### config.mk
export PLATFORM = sky130hd
export DESIGN_NAME = score_accum_flat
export DESIGN_NICKNAME = d
export VERILOG_FILES = /design/src/rtl/score_pkg.sv /design/src/rtl/score_accum_if.sv /design/src/rtl/score_lane.sv /design/src/rtl/score_accum.sv /design/src/flat_wrapper.sv
export SDC_FILE = /design/constraint.sdc
export NUM_CORES = 1
export LEC_CHECK = 0
export ABC_CLOCK_PERIOD_IN_PS = 2400
export CAP_MARGIN = 15
export CORE_UTILIZATION = 46
export CTS_CLUSTER_DIAMETER = 120
export CTS_CLUSTER_SIZE = 14
export DETAILED_ROUTE_END_ITERATION = 16
export HOLD_SLACK_MARGIN = 0.03
export PLACE_DENSITY_LB_ADDON = 0.15
export SLEW_MARGIN = 20
export SYNTH_ARGS = -nofsm -noshare
export SYNTH_HDL_FRONTEND = slang
export SYNTH_HIERARCHICAL = 1
export SYNTH_SLANG_ARGS = --single-unit
### constraint.sdc
create_clock -name slow_clock -period 2.4 [get_ports slow_clock]
set_input_delay 0.24 -clock slow_clock [delete_from_list [all_inputs] [get_ports slow_clock]]
set_output_delay 0.24 -clock slow_clock [all_outputs]
set_load 0.01 [all_outputs]
### src/rtl/score_pkg.sv
// Shared constants, hand state encoding and the card-to-point mapping used by
// the hand accumulator and its per-hand lanes.
package score_pkg;

   localparam int CARD_ACE    = 1;
   localparam int FACE_MIN    = 10;
   localparam int CARD_MAX    = 13;
   localparam int MOD         = 10;
   localparam int NATURAL_MIN = 8;

   typedef enum logic [1:0] {
      EMPTY = 2'd0,
      ONE   = 2'd1,
      TWO   = 2'd2,
      FULL  = 2'd3
   } hand_state_t;

   typedef struct packed {
      logic       illegal;
      logic [3:0] value;
   } card_val_t;

   // Codes outside ace..king still occupy a card slot but contribute no points.
   function automatic card_val_t card_value(input logic [7:0] code,
                                            input int face_min = FACE_MIN);
      card_val_t res;
      res.illegal = (int'(code) < CARD_ACE) || (int'(code) > CARD_MAX);
      if (res.illegal || (int'(code) >= face_min)) begin
         res.value = 4'd0;
      end else begin
         res.value = code[3:0];
      end
      return res;
   endfunction

endpackage

### src/rtl/score_accum_if.sv
// Dealer-to-accumulator card handshake: one card per cycle, steered by hand_sel.
interface score_accum_if #(
   parameter int CARD_W = 4,
   parameter int SEL_W  = 1
);
   logic              card_valid;
   logic [CARD_W-1:0] card;
   logic [SEL_W-1:0]  hand_sel;
   logic              card_ready;

   modport master (
      output card_valid,
      output card,
      output hand_sel,
      input  card_ready
   );

   modport slave (
      input  card_valid,
      input  card,
      input  hand_sel,
      output card_ready
   );
endinterface

### src/rtl/score_lane.sv
// One hand channel: running modulo score, card count, occupancy state and the
// two-card natural flag, all updated together on an accepted card.
module score_lane #(
   parameter int MAX_CARDS = 3,
   parameter int MOD       = 10
) (
   input  logic       slow_clock,
   input  logic       reset,
   input  logic       clear,
   input  logic       accept,
   input  logic [3:0] value,
   output logic [3:0] total,
   output logic [1:0] count,
   output logic       full,
   output logic       natural
);
   import score_pkg::*;

   hand_state_t state;

   logic [4:0]  sum;
   logic [3:0]  next_total;
   logic [1:0]  next_count;
   logic        next_full;
   logic        next_natural;
   hand_state_t next_state;

   // Both operands stay below MOD, so one conditional subtract wraps the sum.
   always_comb begin
      sum          = {1'b0, total} + {1'b0, value};
      next_total   = sum[3:0];
      if (sum >= 5'(MOD)) begin
         next_total = 4'(sum - 5'(MOD));
      end
      next_count   = count + 2'd1;
      next_full    = (next_count == 2'(MAX_CARDS));
      next_natural = (next_count == 2'd2) && (next_total >= 4'(NATURAL_MIN));
      next_state   = next_full ? FULL : hand_state_t'(next_count);
   end

   always_ff @(posedge slow_clock or posedge reset) begin
      if (reset) begin
         state   <= EMPTY;
         total   <= 4'd0;
         count   <= 2'd0;
         full    <= 1'b0;
         natural <= 1'b0;
      end else if (clear) begin
         state   <= EMPTY;
         total   <= 4'd0;
         count   <= 2'd0;
         full    <= 1'b0;
         natural <= 1'b0;
      end else if (accept && (state != FULL)) begin
         state   <= next_state;
         total   <= next_total;
         count   <= next_count;
         full    <= next_full;
         natural <= next_natural;
      end
   end

endmodule

### src/rtl/score_accum.sv
// Multi-hand score accumulator: steers each offered card to its hand lane and
// keeps the ready, score_valid and sticky error bookkeeping shared by all hands.
module score_accum #(
   parameter int N_HANDS   = 2,
   parameter int MAX_CARDS = 3,
   parameter int CARD_W    = 4,
   parameter int MOD       = 10,
   parameter int FACE_MIN  = 10,
   localparam int SEL_W    = (N_HANDS > 1) ? $clog2(N_HANDS) : 1
) (
   input  logic                 slow_clock,
   input  logic                 reset,
   input  logic                 clear,
   score_accum_if.slave         bus,
   output logic                 score_valid,
   output logic [N_HANDS*4-1:0] total,
   output logic [N_HANDS*2-1:0] count,
   output logic [N_HANDS-1:0]   full,
   output logic [N_HANDS-1:0]   natural,
   output logic                 err
);
   import score_pkg::*;

   logic [CARD_W-1:0]  card_code;
   logic [7:0]         card_ext;
   logic [SEL_W-1:0]   sel;
   card_val_t          cv;
   logic               sel_ok;
   logic               full_sel;
   logic               accept;
   logic               err_event;
   logic [N_HANDS-1:0] lane_accept;

   assign card_code = bus.card;
   assign card_ext  = 8'(card_code);
   assign sel       = bus.hand_sel;
   assign cv        = card_value(card_ext, FACE_MIN);
   assign sel_ok    = (int'(sel) < N_HANDS);

   always_comb begin
      full_sel = 1'b0;
      for (int h = 0; h < N_HANDS; h++) begin
         if (int'(sel) == h) begin
            full_sel = full[h];
         end
      end
   end

   assign bus.card_ready = sel_ok && !full_sel && !clear;
   assign accept         = bus.card_valid && bus.card_ready;

   // A clear swallows whatever card arrives with it, so it never raises an error.
   assign err_event = bus.card_valid && !clear &&
                      (!sel_ok || full_sel || cv.illegal);

   always_ff @(posedge slow_clock or posedge reset) begin
      if (reset) begin
         score_valid <= 1'b0;
         err         <= 1'b0;
      end else begin
         score_valid <= accept;
         err         <= err_event | (err & ~clear);
      end
   end

   for (genvar h = 0; h < N_HANDS; h++) begin : g_lane
      assign lane_accept[h] = accept && (int'(sel) == h);

      score_lane #(
         .MAX_CARDS (MAX_CARDS),
         .MOD       (MOD)
      ) u_lane (
         .slow_clock (slow_clock),
         .reset      (reset),
         .clear      (clear),
         .accept     (lane_accept[h]),
         .value      (cv.value),
         .total      (total[4*h +: 4]),
         .count      (count[2*h +: 2]),
         .full       (full[h]),
         .natural    (natural[h])
      );
   end

endmodule

### src/flat_wrapper.sv
// flat-port wrapper written by rule: the top's interface ports become plain ports
module score_accum_flat import score_pkg::*;
#(
   parameter int N_HANDS   = 2,
   parameter int MAX_CARDS = 3,
   parameter int CARD_W    = 4,
   parameter int MOD       = 10,
   parameter int FACE_MIN  = 10,
   localparam int SEL_W    = (N_HANDS > 1) ? $clog2(N_HANDS) : 1
)
  (slow_clock, reset, clear, score_valid, total, count, full, natural, err, bus_card_valid, bus_card, bus_hand_sel, bus_card_ready);
  score_accum_if #(.CARD_W(CARD_W), .SEL_W(1)) bus_i ();
  input  logic slow_clock;
  input  logic reset;
  input  logic clear;
  output logic score_valid;
  output logic [N_HANDS*4-1:0] total;
  output logic [N_HANDS*2-1:0] count;
  output logic [N_HANDS-1:0] full;
  output logic [N_HANDS-1:0] natural;
  output logic err;
  input wire logic [$bits(bus_i.card_valid)-1:0] bus_card_valid;
  input wire logic [$bits(bus_i.card)-1:0] bus_card;
  input wire logic [$bits(bus_i.hand_sel)-1:0] bus_hand_sel;
  output wire logic [$bits(bus_i.card_ready)-1:0] bus_card_ready;
  assign bus_i.card_valid = bus_card_valid;
  assign bus_i.card = bus_card;
  assign bus_i.hand_sel = bus_hand_sel;
  assign bus_card_ready = bus_i.card_ready;
  score_accum #(.N_HANDS(N_HANDS), .MAX_CARDS(MAX_CARDS), .CARD_W(CARD_W), .MOD(MOD), .FACE_MIN(FACE_MIN)) u_core (.slow_clock(slow_clock), .reset(reset), .clear(clear), .bus(bus_i), .score_valid(score_valid), .total(total), .count(count), .full(full), .natural(natural), .err(err));
endmodule
; ---- After elaboration in Yosys (flattened, before gate mapping)
; Index checks and enable logic that the tools add are counted.
[word_totals]
wordCells = 78
in_bits = 9
register_bits = 22
out_inout_bits = 19
[classes]
n_bitwise = 4
reduce_logical = 17
eq_ne = 6
n_mux = 26
add_sub_neg = 6
order_cmp = 7
[op_table]
columns = op, n
row1 = $mux W4, 7
row2 = $mux W2, 10
row3 = $ge A4 B4 Y1 const B, 3
row4 = $add A4 B4 Y5, 2
row5 = $ge A5 B4 Y1 const B, 2
row6 = $logic_and A1 B1 Y1, 10
row7 = $mux W1, 9
row8 = $eq A2 B2 Y1 const B, 4
row9 = $sub A4 B4 Y4 const B, 2
row10 = $add A2 B1 Y2 const B, 2
row11 = $gt A4 B4 Y1 const B, 1
row12 = $lt A4 B1 Y1 const B, 1
row13 = $ne A2 B2 Y1 const B, 2
row14 = $reduce_bool A2 Y1, 2
row15 = $logic_or A1 B1 Y1, 3
row16 = $logic_not A1 Y1, 2
row17 = $not A1 Y1, 2
row18 = $and A1 B1 Y1, 1
row19 = $or A1 B1 Y1, 1

; ---- Longest topological paths before layout
[logic_depth]
ltp_word = 11
mapped_depth = 11

; ---- Hierarchy
; The synthesis kept the hierarchy.
[modules_own_cells]
columns = module, seq_area_each_um2, cells_each, area_per_inst_um2, n_inst
row1 = score_lane, 200.2, 68, 634.4, 2
row2 = score_accum, 50.0, 18, 160.2, 1

; ---- Worst setup path before layout
; No wires, ideal clock.
[synth_path]
path_kind = input to register
start = input bus_card[2]
end = register u_core.g_lane[0].u_lane.total[2]
path_stages = 11
required_time_ns = 2.274
setup_ns = 0.126
path_slack_ns = 0.014
path_buffers = 0
t_arrival_ns = 2.260
cell_sequence = o21ai_0 -> and2_1 -> ha_1 -> fa_1 -> xor2_1 -> inv_1 -> ha_1 -> o221ai_2 -> nand3_2 -> and3_2 -> a311o_1
[synth_rtl]
columns = element, line
row1 = from (decl), flat_wrapper.sv:23  ; input wire logic [$bits(bus_i.card)-1:0] bus_card;
row2 = to (signal assigned), score_lane.sv:56  ; total <= next_total;
row3 = to (decl), score_lane.sv:12  ; output logic [3:0] total,

; ---- Final worst setup path
[layout_path]
start = register u_core.g_lane[0].u_lane.total[0]
end = register u_core.g_lane[0].u_lane.total[1]
[layout_via]
elab_chain_len = 5
word_cells_on_any_way = 6
classes_between = add/sub: 2 / order compare: 1 / mux: 3
[layout_rtl]
columns = element, line
row1 = $add A4 B4 Y5 (*), score_lane.sv:30  ; sum = {1'b0, total} + {1'b0, value};
row2 = $sub A4 B4 Y4 / $ge A5 B4 Y1 (equally long branches), "score_lane.sv:33, score_lane.sv:32"
row3 = $mux W4 (*), score_lane.sv:32  ; if (sum >= 5'(MOD)) begin
row4 = $mux W4 (*), score_lane.sv:54  ; end else if (accept && (state != FULL)) begin
row5 = $mux W4 (*), score_lane.sv:48  ; end else if (clear) begin
; Every way passes the cells marked *; elsewhere a longest branch is shown, timed or not. The select of a mux whose other input is x is not followed.
; A chain may end at the register's enable or synchronous reset.

==> summary.md <==
| Metric | Value |
|---|---|
| Yosys warns | 6 |
| Final hold viol count | 0 |
| CP max FO | 4 |
| Ports | 28 |
| Global-route wire length before repair | 5870 um |
| P_leak | 0.955 nW |
| Die ar. | 3330 um2 |
| Largest net degree at the start of global routing | 25 |
| Logic pwr share | 31.2% |
| Core footprint | 2850 um2 |
| Max Cap Viol | 0 |
| Post-Route Skew | 0.00224 ns |
| Reg2reg path depth | 7 |
| Setup TNS | 0 ns |
| Critical Path Start | u_core/g_lane[0].u_lane/total[0]$_DFFE_PP0P_ |
| Clock power share | 24.8% |
| Most common cell after layout, fill and taps aside | buf_4 |
| RSZ-0062 raised after global routing | true |
| PwrDens | 353 nW/um2 |
| GRT overflow | 0 |
| Non-filler cells, final | 244 |
| Layout cells sized above 1 | 31.5% |
| Crit path arrival time | 2.53 ns |
| Die width | 57.7 um |
| Inst Count DP | 236 |
| Switching part of the total | 28.3% |
| CP Capture Type | flip-flop |
| Clk sinks | 18 |
| Worst rel slew slack | 67.3% |
| Row count | 19 |
| Status | complete, but fails checks |
| Most frequent cells in the layout | buf_4, clkdlybuf4s50_1, dfrtp_1 |
| Slew @ Worst Pin | 0.489 ns |
| Root buf cell | clkbuf_4 |
| DRT antenna net count | 0 |
| Mapped cell area | 1430 um2 |
| WL final | 3330 um |
| Crit path to | u_core/g_lane[0].u_lane/total[1]$_DFFE_PP0P_ |
| CP Class | reg2reg |
| Vias in the first global route | 1,304 |
| CTS HTree Levels | 1 |
| GPL Wtd Cong | 0.793 |
| Synthesized net count | 179 |
| Vias | 1,328 |
| Port bufs | 27 |
| Hold Crit Class | in2async |
| Placed wire-length estimate | 2540 um |
| Initial antenna violation count | 0 |
| Mapped Cells | 154 |
| Area Growth Syn to Fin | 44.4% |
| Sw power | 0.000206 W |
| Drt drc | 1 |
| RR Startpoint | u_core/g_lane[0].u_lane/total[0]$_DFFE_PP0P_ |
| Fin nets | 239 |
| Failing checks | DRC |
| CTS Buf Count | 3 |
| Final setup viols | 0 |
| Avg WL per Cell | 13.6 um |
| Reg-to-reg setup timing slack | 0.05 ns |
| Slew Viols, Final | 0 |
| Gr usage total | 22.3% |
| Yosys reg bits | 18 |
| First-pass DRT Iterations | 10 |
| Worst r2r dst | u_core/g_lane[0].u_lane/total[1]$_DFFE_PP0P_ |
| Internal | 0.000522 W |
| Worst EP required | 2.57 ns |
| Syn Area/Cell | 9.28 um2 |
| Worst-path clk slew | 0.10 ns |
| Startpoint types | flip-flop |
| Sequential area share after synthesis | 31.5% |
| N_diodes | 0 |
| Detailed Route Iter0 Violations | 41 |
| Fmax | 0.425 GHz |
| Flop pwr share | 44.0% |
| Worst skew pair latency | 0.28 ns |
| Max VDD drop | 284 uV |
| Vias per cell | 5.44 |
| CTS tree | yes |
| Longest Clk Path Bufs | 2 |
| Post-synthesis cell type count | 37 |
| Tmin final | 2.35 ns |
| Die height | 57.7 um |
| Crit share post-route | 98.0% |
| Initial core utilization | 50.1% |
## area by class of cell
type | count | area (um2)
Timing Repair Buffer | 59 | 505
Tap cell | 31 | 38.8
Inverter | 17 | 63.8
Multi-Input combinational cell | 115 | 968
Sequential cell | 18 | 450
Fill cell | 221 | 790
Clock buffer | 4 | 36.3
## repair_timing
| item | 4_1_cts | 5_1_grt |
|---|---|---|
| setup buffers | 2 | 2 |
| hold buffers | 0 | 0 |
| setup endpoints to repair | 8 | 6 |
| resized for setup | 13 | 6 |
| pin swaps | 11 | 6 |
## stage by stage
step | instance area (um2) | setup WS, ns | utilization [%] | power (W) | hold slack [ns]
floorplan | 1430 | 0.0138 | - | 0.000434 | -0.0188
global placement | 1930 | -0.530 | 67.8 | 0.000531 | 0.464
detailed placement | 1930 | -0.577 | 67.8 | 0.000538 | 0.468
CTS | 2000 | 0.0331 | 70.2 | 0.000730 | 0.143
global route | 2060 | -0.0546 | 72.3 | 0.000776 | 0.159
finish | 2060 | 0.0491 | 72.3 | 0.000729 | 0.159
## power groups by stage
stage               Clock [W]  Combinational, W  Sequential, W
global route         0.000204          0.000250       0.000322
finish               0.000181          0.000228       0.000320
floorplan                   0          0.000104       0.000329
CTS                  0.000191          0.000218       0.000321
detailed placement          0          0.000211       0.000326
global placement            0          0.000205       0.000326
## routing by layer
layer	up-vias	part of all wire [%]	global-route usage, %
met1	639	48	31.6
met4	0	0.51	6.80
met3	2	2.6	2.01
met5	-	0	0
li1	666	-	-
met2	21	49	36.4
## cells by family (layout without fill, tap and decap cells)
kind of cell,after synthesis,after routing,share of synthesized area (%)
simple gates,55,55,20.0
compound gates,35,35,21.3
buf+inv,21,80,5.52
flops,18,18,31.5
fa+ha+maj,16,16,15.1
mux,7,7,5.43
xor+xnor,2,2,1.23
## cell usage after synthesis
cell type   n  area share, %
nor3b_1     2            1.1
o41a_1      1           0.79
and3_2      2            1.1
nor4_1      1           0.44
nand2b_1    1           0.44
a21oi_1     8            2.8
a211o_1     2            1.2
nand3_2     2            1.4
nand4_1     2           0.88
nor3_1      5            1.8
fa_1        2            2.8
and3_1      3            1.3
nand2_1    14            3.7
and2_1      3            1.3
o21ai_1     2           0.70
ha_1       14             12
o21ai_0     1           0.35
mux2i_1     4            2.8
o21ba_2     1           0.70
nor2b_1     2           0.88
mux2_2      2            1.6
o221ai_2    2            2.1
nor2_1     12            3.2
inv_1      17            4.5
a211oi_1    2            1.1
a21o_1      2            1.1
or2b_1      2            1.1
a2111oi_2   4            4.2
mux2_4      1            1.1
xor2_1      2            1.2
a311o_1     4            2.8
a21oi_2     4            2.5
nand3_1     2           0.70
nand2_2     2           0.88
clkbuf_1    4            1.1
o31ai_1     2            1.1
dfrtp_1    18             32
## sequential cells by signal, summed over array words and instances, names as in the netlist
register,flops
u_core/g_lane.u_lane/count,4
u_core/g_lane.u_lane/full,2
u_core/err,1
u_core/g_lane.u_lane/natural,2
u_core/g_lane.u_lane/total,8
u_core/score_valid,1
## critical path: stages (launching register included)
cell and delay (ns):
dfrtp_1 0.41, ha_2 0.20, fa_2 0.56, or2b_1 0.25
o221ai_2 0.15, nand3_2 0.16, and3_4 0.21, a311o_1 0.31
## how the worst min path moves through the flow
stage	startpoint	to	cells past startpoint	slack [ns]
floorplan	reset	u_core/err$_DFF_PP0_	1	-0.02
global placement	reset	u_core/score_valid$_DFF_PP0_	2	0.46
detailed placement	reset	u_core/err$_DFF_PP0_	2	0.47
CTS	reset	u_core/err$_DFF_PP0_	2	0.14
global route	reset	u_core/err$_DFF_PP0_	2	0.16
finish	reset	u_core/score_valid$_DFF_PP0_	2	0.16
Power figures use the tool's default switching activity.
